--- src/rtl/instr_fetch_buffer.sv ---
// Instruction prefetch buffer: sequential word fetch over a req/gnt/rvalid memory port,
// one transaction outstanding, results queued in a small FIFO drained by the core.
module instr_fetch_buffer #(
  parameter int unsigned           ADDR_WIDTH = 8,
  parameter int unsigned           DATA_WIDTH = 32,
  parameter int unsigned           DEPTH      = 4,
  parameter logic [ADDR_WIDTH-1:0] BOOT_ADDR  = '0
) (
  input  logic                  clk,
  input  logic                  rst,
  input  logic                  fetch_en_i,
  input  logic                  branch_i,
  input  logic [ADDR_WIDTH-1:0] branch_addr_i,
  input  logic                  ready_i,
  output logic                  valid_o,
  output logic [DATA_WIDTH-1:0] rdata_o,
  output logic [ADDR_WIDTH-1:0] addr_o,
  output logic                  instr_req_o,
  output logic [ADDR_WIDTH-1:0] instr_addr_o,
  input  logic                  instr_gnt_i,
  input  logic                  instr_rvalid_i,
  input  logic [DATA_WIDTH-1:0] instr_rdata_i
);

  localparam int unsigned PtrW = $clog2(DEPTH);
  localparam int unsigned CntW = $clog2(DEPTH + 1);

  typedef enum logic [1:0] {StIdle, StWaitGnt, StWaitRvalid} state_e;

  state_e                state_q;
  logic                  req_q;
  logic                  discard_q;
  logic [ADDR_WIDTH-1:0] req_addr_q;
  logic [ADDR_WIDTH-1:0] fpc_q;
  logic [ADDR_WIDTH-1:0] tag_q;

  logic [ADDR_WIDTH-1:0] addr_mem_q [DEPTH];
  logic [DATA_WIDTH-1:0] data_mem_q [DEPTH];
  logic [PtrW-1:0]       wr_ptr_q;
  logic [PtrW-1:0]       rd_ptr_q;
  logic [CntW-1:0]       cnt_q;

  logic                  push;
  logic                  pop;
  logic                  issue;
  logic [ADDR_WIDTH-1:0] branch_tgt;

  assign branch_tgt = branch_addr_i & ~ADDR_WIDTH'(3);

  assign valid_o = (cnt_q != '0);
  assign rdata_o = data_mem_q[rd_ptr_q];
  assign addr_o  = addr_mem_q[rd_ptr_q];

  assign instr_req_o  = req_q;
  assign instr_addr_o = req_addr_q;

  // Only one transaction is ever in flight and it completes before the next issue,
  // so cnt alone covers the reserved slot when we are idle.
  assign issue = (state_q == StIdle) && fetch_en_i && !branch_i && (cnt_q < CntW'(DEPTH));
  assign push  = (state_q == StWaitRvalid) && instr_rvalid_i && !discard_q && !branch_i;
  assign pop   = valid_o && ready_i && !branch_i;

  always_ff @(posedge clk or posedge rst) begin
    if (rst) begin
      state_q    <= StIdle;
      req_q      <= 1'b0;
      discard_q  <= 1'b0;
      req_addr_q <= BOOT_ADDR;
      fpc_q      <= BOOT_ADDR;
      tag_q      <= BOOT_ADDR;
    end else begin
      case (state_q)
        StIdle: begin
          if (issue) begin
            state_q    <= StWaitGnt;
            req_q      <= 1'b1;
            req_addr_q <= fpc_q;
          end
        end
        StWaitGnt: begin
          if (instr_gnt_i) begin
            state_q <= StWaitRvalid;
            req_q   <= 1'b0;
            tag_q   <= req_addr_q;
            // A discarded fetch must not advance past the redirect target.
            if (!discard_q) fpc_q <= fpc_q + ADDR_WIDTH'(4);
          end
        end
        StWaitRvalid: begin
          if (instr_rvalid_i) begin
            state_q   <= StIdle;
            discard_q <= 1'b0;
          end
        end
        default: state_q <= StIdle;
      endcase

      if (branch_i) begin
        fpc_q <= branch_tgt;
        if ((state_q == StWaitGnt) || ((state_q == StWaitRvalid) && !instr_rvalid_i)) begin
          discard_q <= 1'b1;
        end
      end
    end
  end

  always_ff @(posedge clk or posedge rst) begin
    if (rst) begin
      wr_ptr_q <= '0;
      rd_ptr_q <= '0;
      cnt_q    <= '0;
      for (int i = 0; i < int'(DEPTH); i++) begin
        addr_mem_q[i] <= '0;
        data_mem_q[i] <= '0;
      end
    end else if (branch_i) begin
      wr_ptr_q <= '0;
      rd_ptr_q <= '0;
      cnt_q    <= '0;
    end else begin
      if (push) begin
        addr_mem_q[wr_ptr_q] <= tag_q;
        data_mem_q[wr_ptr_q] <= instr_rdata_i;
        wr_ptr_q             <= wr_ptr_q + PtrW'(1);
      end
      if (pop) rd_ptr_q <= rd_ptr_q + PtrW'(1);
      if (push && !pop) begin
        cnt_q <= cnt_q + CntW'(1);
      end else if (pop && !push) begin
        cnt_q <= cnt_q - CntW'(1);
      end
    end
  end

endmodule

--- config.mk ---
export PLATFORM = sky130hd
export DESIGN_NAME = instr_fetch_buffer
export DESIGN_NICKNAME = d
export VERILOG_FILES = /design/src/rtl/instr_fetch_buffer.sv
export SDC_FILE = /design/constraint.sdc
export NUM_CORES = 1
export LEC_CHECK = 0
export ABC_AREA = 1
export BUFFER_PORTS_ARGS = -buffer_cell sky130_fd_sc_hd__buf_2
export CAP_MARGIN = 15
export CORE_UTILIZATION = 39
export DETAILED_ROUTE_END_ITERATION = 10
export PLACE_DENSITY_LB_ADDON = 0.3
export SYNTH_ARGS = -nofsm -noshare
export SYNTH_HDL_FRONTEND = slang
export SYNTH_SLANG_ARGS = --single-unit
--- constraint.sdc ---
create_clock -name clk -period 8.4 [get_ports clk]
set_input_delay 0.84 -clock clk [delete_from_list [all_inputs] [get_ports clk]]
set_output_delay 0.84 -clock clk [all_outputs]
set_load 0.005 [all_outputs]
Word level (Yosys, flattened, before mapping)
Index checks and enable logic that the tools add are counted. W data, S select, Z words.

$add $sub $neg: 5. Bitwise operators: 3. Mux-type cells: 34. Reductions and logical operators: 32. Order comparisons: 4. Eq/ne operators: 6.

Operator list (count): $bwmux W128 (1); $mux W32 (3); $bmux W32 S2 (1); $demux W32 S2 (1); $mux W8 (7); $bwmux W32 (1); $bmux W8 S2 (1); $demux W8 S2 (1); $mux W2 (7); $logic_and A1 B1 Y1 (12); $reduce_bool A2 Y1 (5); $mux W3 (3); $reduce_and A3 Y1 (3); $add A8 B3 Y8 const B (1); $ne A2 B2 Y1 const B (4); $ge A3 B3 Y1 const B (2); $mux W1 (6); $not A2 Y3 (2); $pmux W2 S3 (1); $reduce_and A2 Y1 (3); $reduce_bool A3 Y1 (2); $logic_not A1 Y1 (5); $add A2 B1 Y2 const B (2); $add A3 B1 Y3 const B (1); 9 further kinds (9).

Input bits: 47. Output and inout bits: 50. Flip-flop bits (word level): 195. Word-level logic and storage cells: 101.

Logic depth before layout (Yosys ltp)
Depth in word-level cells: 9. Mapped depth: 12. Depth with buffers taken out: 12.

Worst setup path after synthesis
No wires, ideal clock.

Kind: register to output. Start point: register rd_ptr_q[0]. End point: output addr_o[6]. Path buffers: 2. Data required time: 7.560 ns. Data arrival time: 1.192 ns. Setup slack: 6.368 ns. Cell stages (with the launch flop): 6. Cells stage by stage: dfrtp_1 > inv_1 > buf_2 > clkbuf_1 > nor2_1 > o22ai_1.

Cells in the longest elaborated chain, start to end: 4.

Ends and longest elaborated chain: start: declaration (RTL line 40) `logic [PtrW-1:0] rd_ptr_q;`; start signal: assignment (RTL line 126) `if (pop) rd_ptr_q <= rd_ptr_q + PtrW'(1);`; $not A2 Y3 (not written as such) (RTL line 52) `assign addr_o = addr_mem_q[rd_ptr_q];`; $bmux W8 S2 (RTL line 52); $mux W8 (not written as such) (2 in a row) (RTL line 52); end: declaration (RTL line 17) `output logic [ADDR_WIDTH-1:0] addr_o,`.

Every way passes these cells. The select of a mux whose other input is x is not followed.

Worst setup path in the final report
Start point: register rd_ptr_q[1]. End point: output rdata_o[27].

Cells in the longest elaborated chain, start to end: 4.

Ends and longest elaborated chain: $not A2 Y3 (not written as such) (RTL line 51) `assign rdata_o = data_mem_q[rd_ptr_q];`; $bmux W32 S2 (RTL line 51); $mux W32 (not written as such) (2 in a row) (RTL line 51); end: declaration (RTL line 16) `output logic [DATA_WIDTH-1:0] rdata_o,`.

Every way passes these cells. The select of a mux whose other input is x is not followed.

==> out/qor.yml <==
routing:
  num_vias: 6176
  wirelength_um: 18100
  viasPerCell: 4.94
  wl_met2_um: 8270
  postRouteAntennaNets: 0
  drc: 0
  avgRoutedWirePerCell_um: 14.5
  first_iter_violations: 435
  dr_wl_met3_um: 833
  dr.pass1.iters: 4
  highest_layer: "met5"
  wl_met1_um: 8770
floorplanning:
  die_w_um: 146
  die-area_um2: 21400
  rows: 52
  initial_core_util_pct: 40.0
  die_h_um: 146
  ios: 97
  coreArea_um2: 20300
global_routing:
  antenna_found_initial: 1
  grt_pass1_vias: 6044
  grt_usage_pct: 18.0
  grt_first_pass_wirelength_um: 30500
  grt_max_degree: 107
  grt_remaining_overflow: 0
timing:
  period_share_pct: 39.5
  max-slew-margin-rel_pct: 34.2
  final-max-slew-violation-count: 0
  setup_tns_ns: 0
  clock.fmax_ghz: 0.302
  report.final.hold_viol_count: 0
  final.min_clock_period_ns: 3.31
  final-setup-viol-count: 0
  tightest_slew_ns: 0.986
  skew_ns: 0.00808
  rsz0062_at_grt: "false"
critical_path:
  cp_max_fo: 39
  slowest_stage: "buf_4"
  crit_start: "rd_ptr_q[1]"
  crit_path_start_kind: "flip-flop"
  ff2ff_setup_slack_ns: 6.45
  crit_top_cell: "buf_4"
  max_stage_delay_ns: 0.41
  rr_endpoint: "data_mem_q[121]"
  r2r_cells: 5
  critPathArrivalTime_ns: 2.47
  critical_path.cell_chain: "buf_4, inv_1, buf_4, o21ai_0, o22ai_1, buf_2"
  end_kind: "output pin"
  rr_startpoint: "state_q[0]"
  required_ns: 7.56
  critPathKind: "flip-flop to output pin"
clock_network:
  cts-buffers-inserted: 17
  cts-root-buf: "clkbuf_16"
  hold_buffers: 0
  postCtsResizedCells: 0
  htreeDepth: 4
  cts.path.max_buffers: 2
  path_clk_slew_ns: 0.07
  tritoncts: "yes"
  post_cts_buffers: 0
  cts.sink_count: 181
  clk_latency_ns: 0.43
synthesis:
  yosys_warnings: 0
  synthCells: 914
  yosys.cell_types.count: 31
  synth_enable_flop_cells: 0
  syn_avg_cell_area_um2: 8.88
  ys_ff_latch: 181
  async_reset_ff_share_pct: 100
  ys_seq_area_share_pct: 55.8
  synth_top_flop_cell: "dfrtp_1"
  netlist_area_um2: 8110
layout:
  insertedDiodeCount: 0
  area_growth_pct: 12.3
  final_common_cell: "nand2_1"
  post-route-util_pct: 44.9
  drive_above_1_share_pct: 16.1
  final_cell_mix: "nand2_1, dfrtp_1, o21ai_0"
  nets: 1020
  fill_cells: 2056
place:
  place_congestion: 0.775
  place_hpwl_um: 10200
  io_buffers: 90
min_path:
  hold_path.class: "flip-flop to flip-flop"
  holdPathEnd: "data_mem_q[32]"
  worstHoldStart: "data_mem_q[32]"
  holdPathStages: 2
pwr:
  p_leak_uw: 0.00451
  p_per_area_nw_per_um2: 293
  ir_worst_vdd_v: 0.000138
flow_run:
  cap_violations: 0
status:
  outcome: "finished, final reports clean"
## per-stage QoR
stage,setup WS [ns],hold WS (ns),instances,power [uW],instance area (um^2)
floorplan,2.64,0.448,917,1620,8130
global placement,5.50,0.462,1218,1920,8550
detailed placement,5.50,0.461,1218,1930,8550
CTS,5.02,0.482,1250,2710,9110
global route,4.93,0.496,1250,2850,9110
finish,5.09,0.481,1250,2670,9110
## registers in the layout, indices dropped and copies added, names as in the netlist
name / flops
cnt_q: 3
rd_ptr_q: 2
wr_ptr_q: 2
data_mem_q: 128
tag_q: 6
addr_mem_q: 24
instr_req_o: 1
fpc_q: 6
state_q: 2
instr_addr_o: 6
discard_q: 1
## how the worst max path moves through the flow
| stage | endpoint | slack (ns) | cells after the start |
|---|---|---|---|
| floorplan | addr_mem_q[10] | 2.64 | 1 |
| global placement | rdata_o[27] | 5.50 | 6 |
| detailed placement | rdata_o[27] | 5.50 | 6 |
| CTS | rdata_o[27] | 5.02 | 6 |
| global route | rdata_o[27] | 4.93 | 6 |
| finish | rdata_o[27] | 5.09 | 6 |
## layer usage
metal / up-vias / global-route usage [%]
met4: 2 / 5.10
met5: - / 0
li1: 3128 / -
met3: 21 / 4.50
met1: 2907 / 24.5
met2: 118 / 28.5
## worst max-delay path, delay by kind of cell, from the launching register on
family,cells,cell delay [ns]
flops,1,0.37
compound gates,2,0.38
buf+inv,4,1.27
## synthesized netlist by cell type, types with 5 or more instances
| cell | instances | area, um^2 |
|---|---|---|
| o21ai_0 | 125 | 626 |
| o21ai_2 | 17 | 149 |
| nand3_1 | 6 | 30.0 |
| clkbuf_1 | 35 | 131 |
| dfrtp_1 | 181 | 4530 |
| o22ai_1 | 39 | 244 |
| o21ai_1 | 108 | 541 |
| buf_6 | 20 | 225 |
| nor2_1 | 87 | 327 |
| inv_1 | 59 | 221 |
| nand2_1 | 195 | 732 |
| ha_1 | 5 | 62.6 |
| a21oi_1 | 6 | 30.0 |
## power breakdown
group	internal (uW)	switching (uW)	leakage [uW]
combinational	321	482	0.00178
sequential	1020	80.6	0.00246
clock	394	373	0.000278
total	1730	935	0.00451
## kinds of logic after synthesis
family          after synthesis  synth area share, %
other cells                   1               0.0462
compound gates              298                 19.8
simple gates                299                 14.8
buf+inv                     124                 7.83
xor+xnor                      3                0.324
fa+ha+maj                     6                 1.02
mux                           2                0.278
flops                       181                 55.8
## area by class of cell
class | count | area (um^2) | share of cell area [%]
clock buffers | 17 | 425 | 4.67
clock inverters | 15 | 141 | 1.55
inverters | 60 | 230 | 2.53
multi-input cells | 612 | 2960 | 32.5
flip-flops and latches | 181 | 4530 | 49.7
well taps | 270 | 338 | 3.71
repair buffers | 95 | 488 | 5.35
No activity file was read; power rests on OpenSTA's default activity.
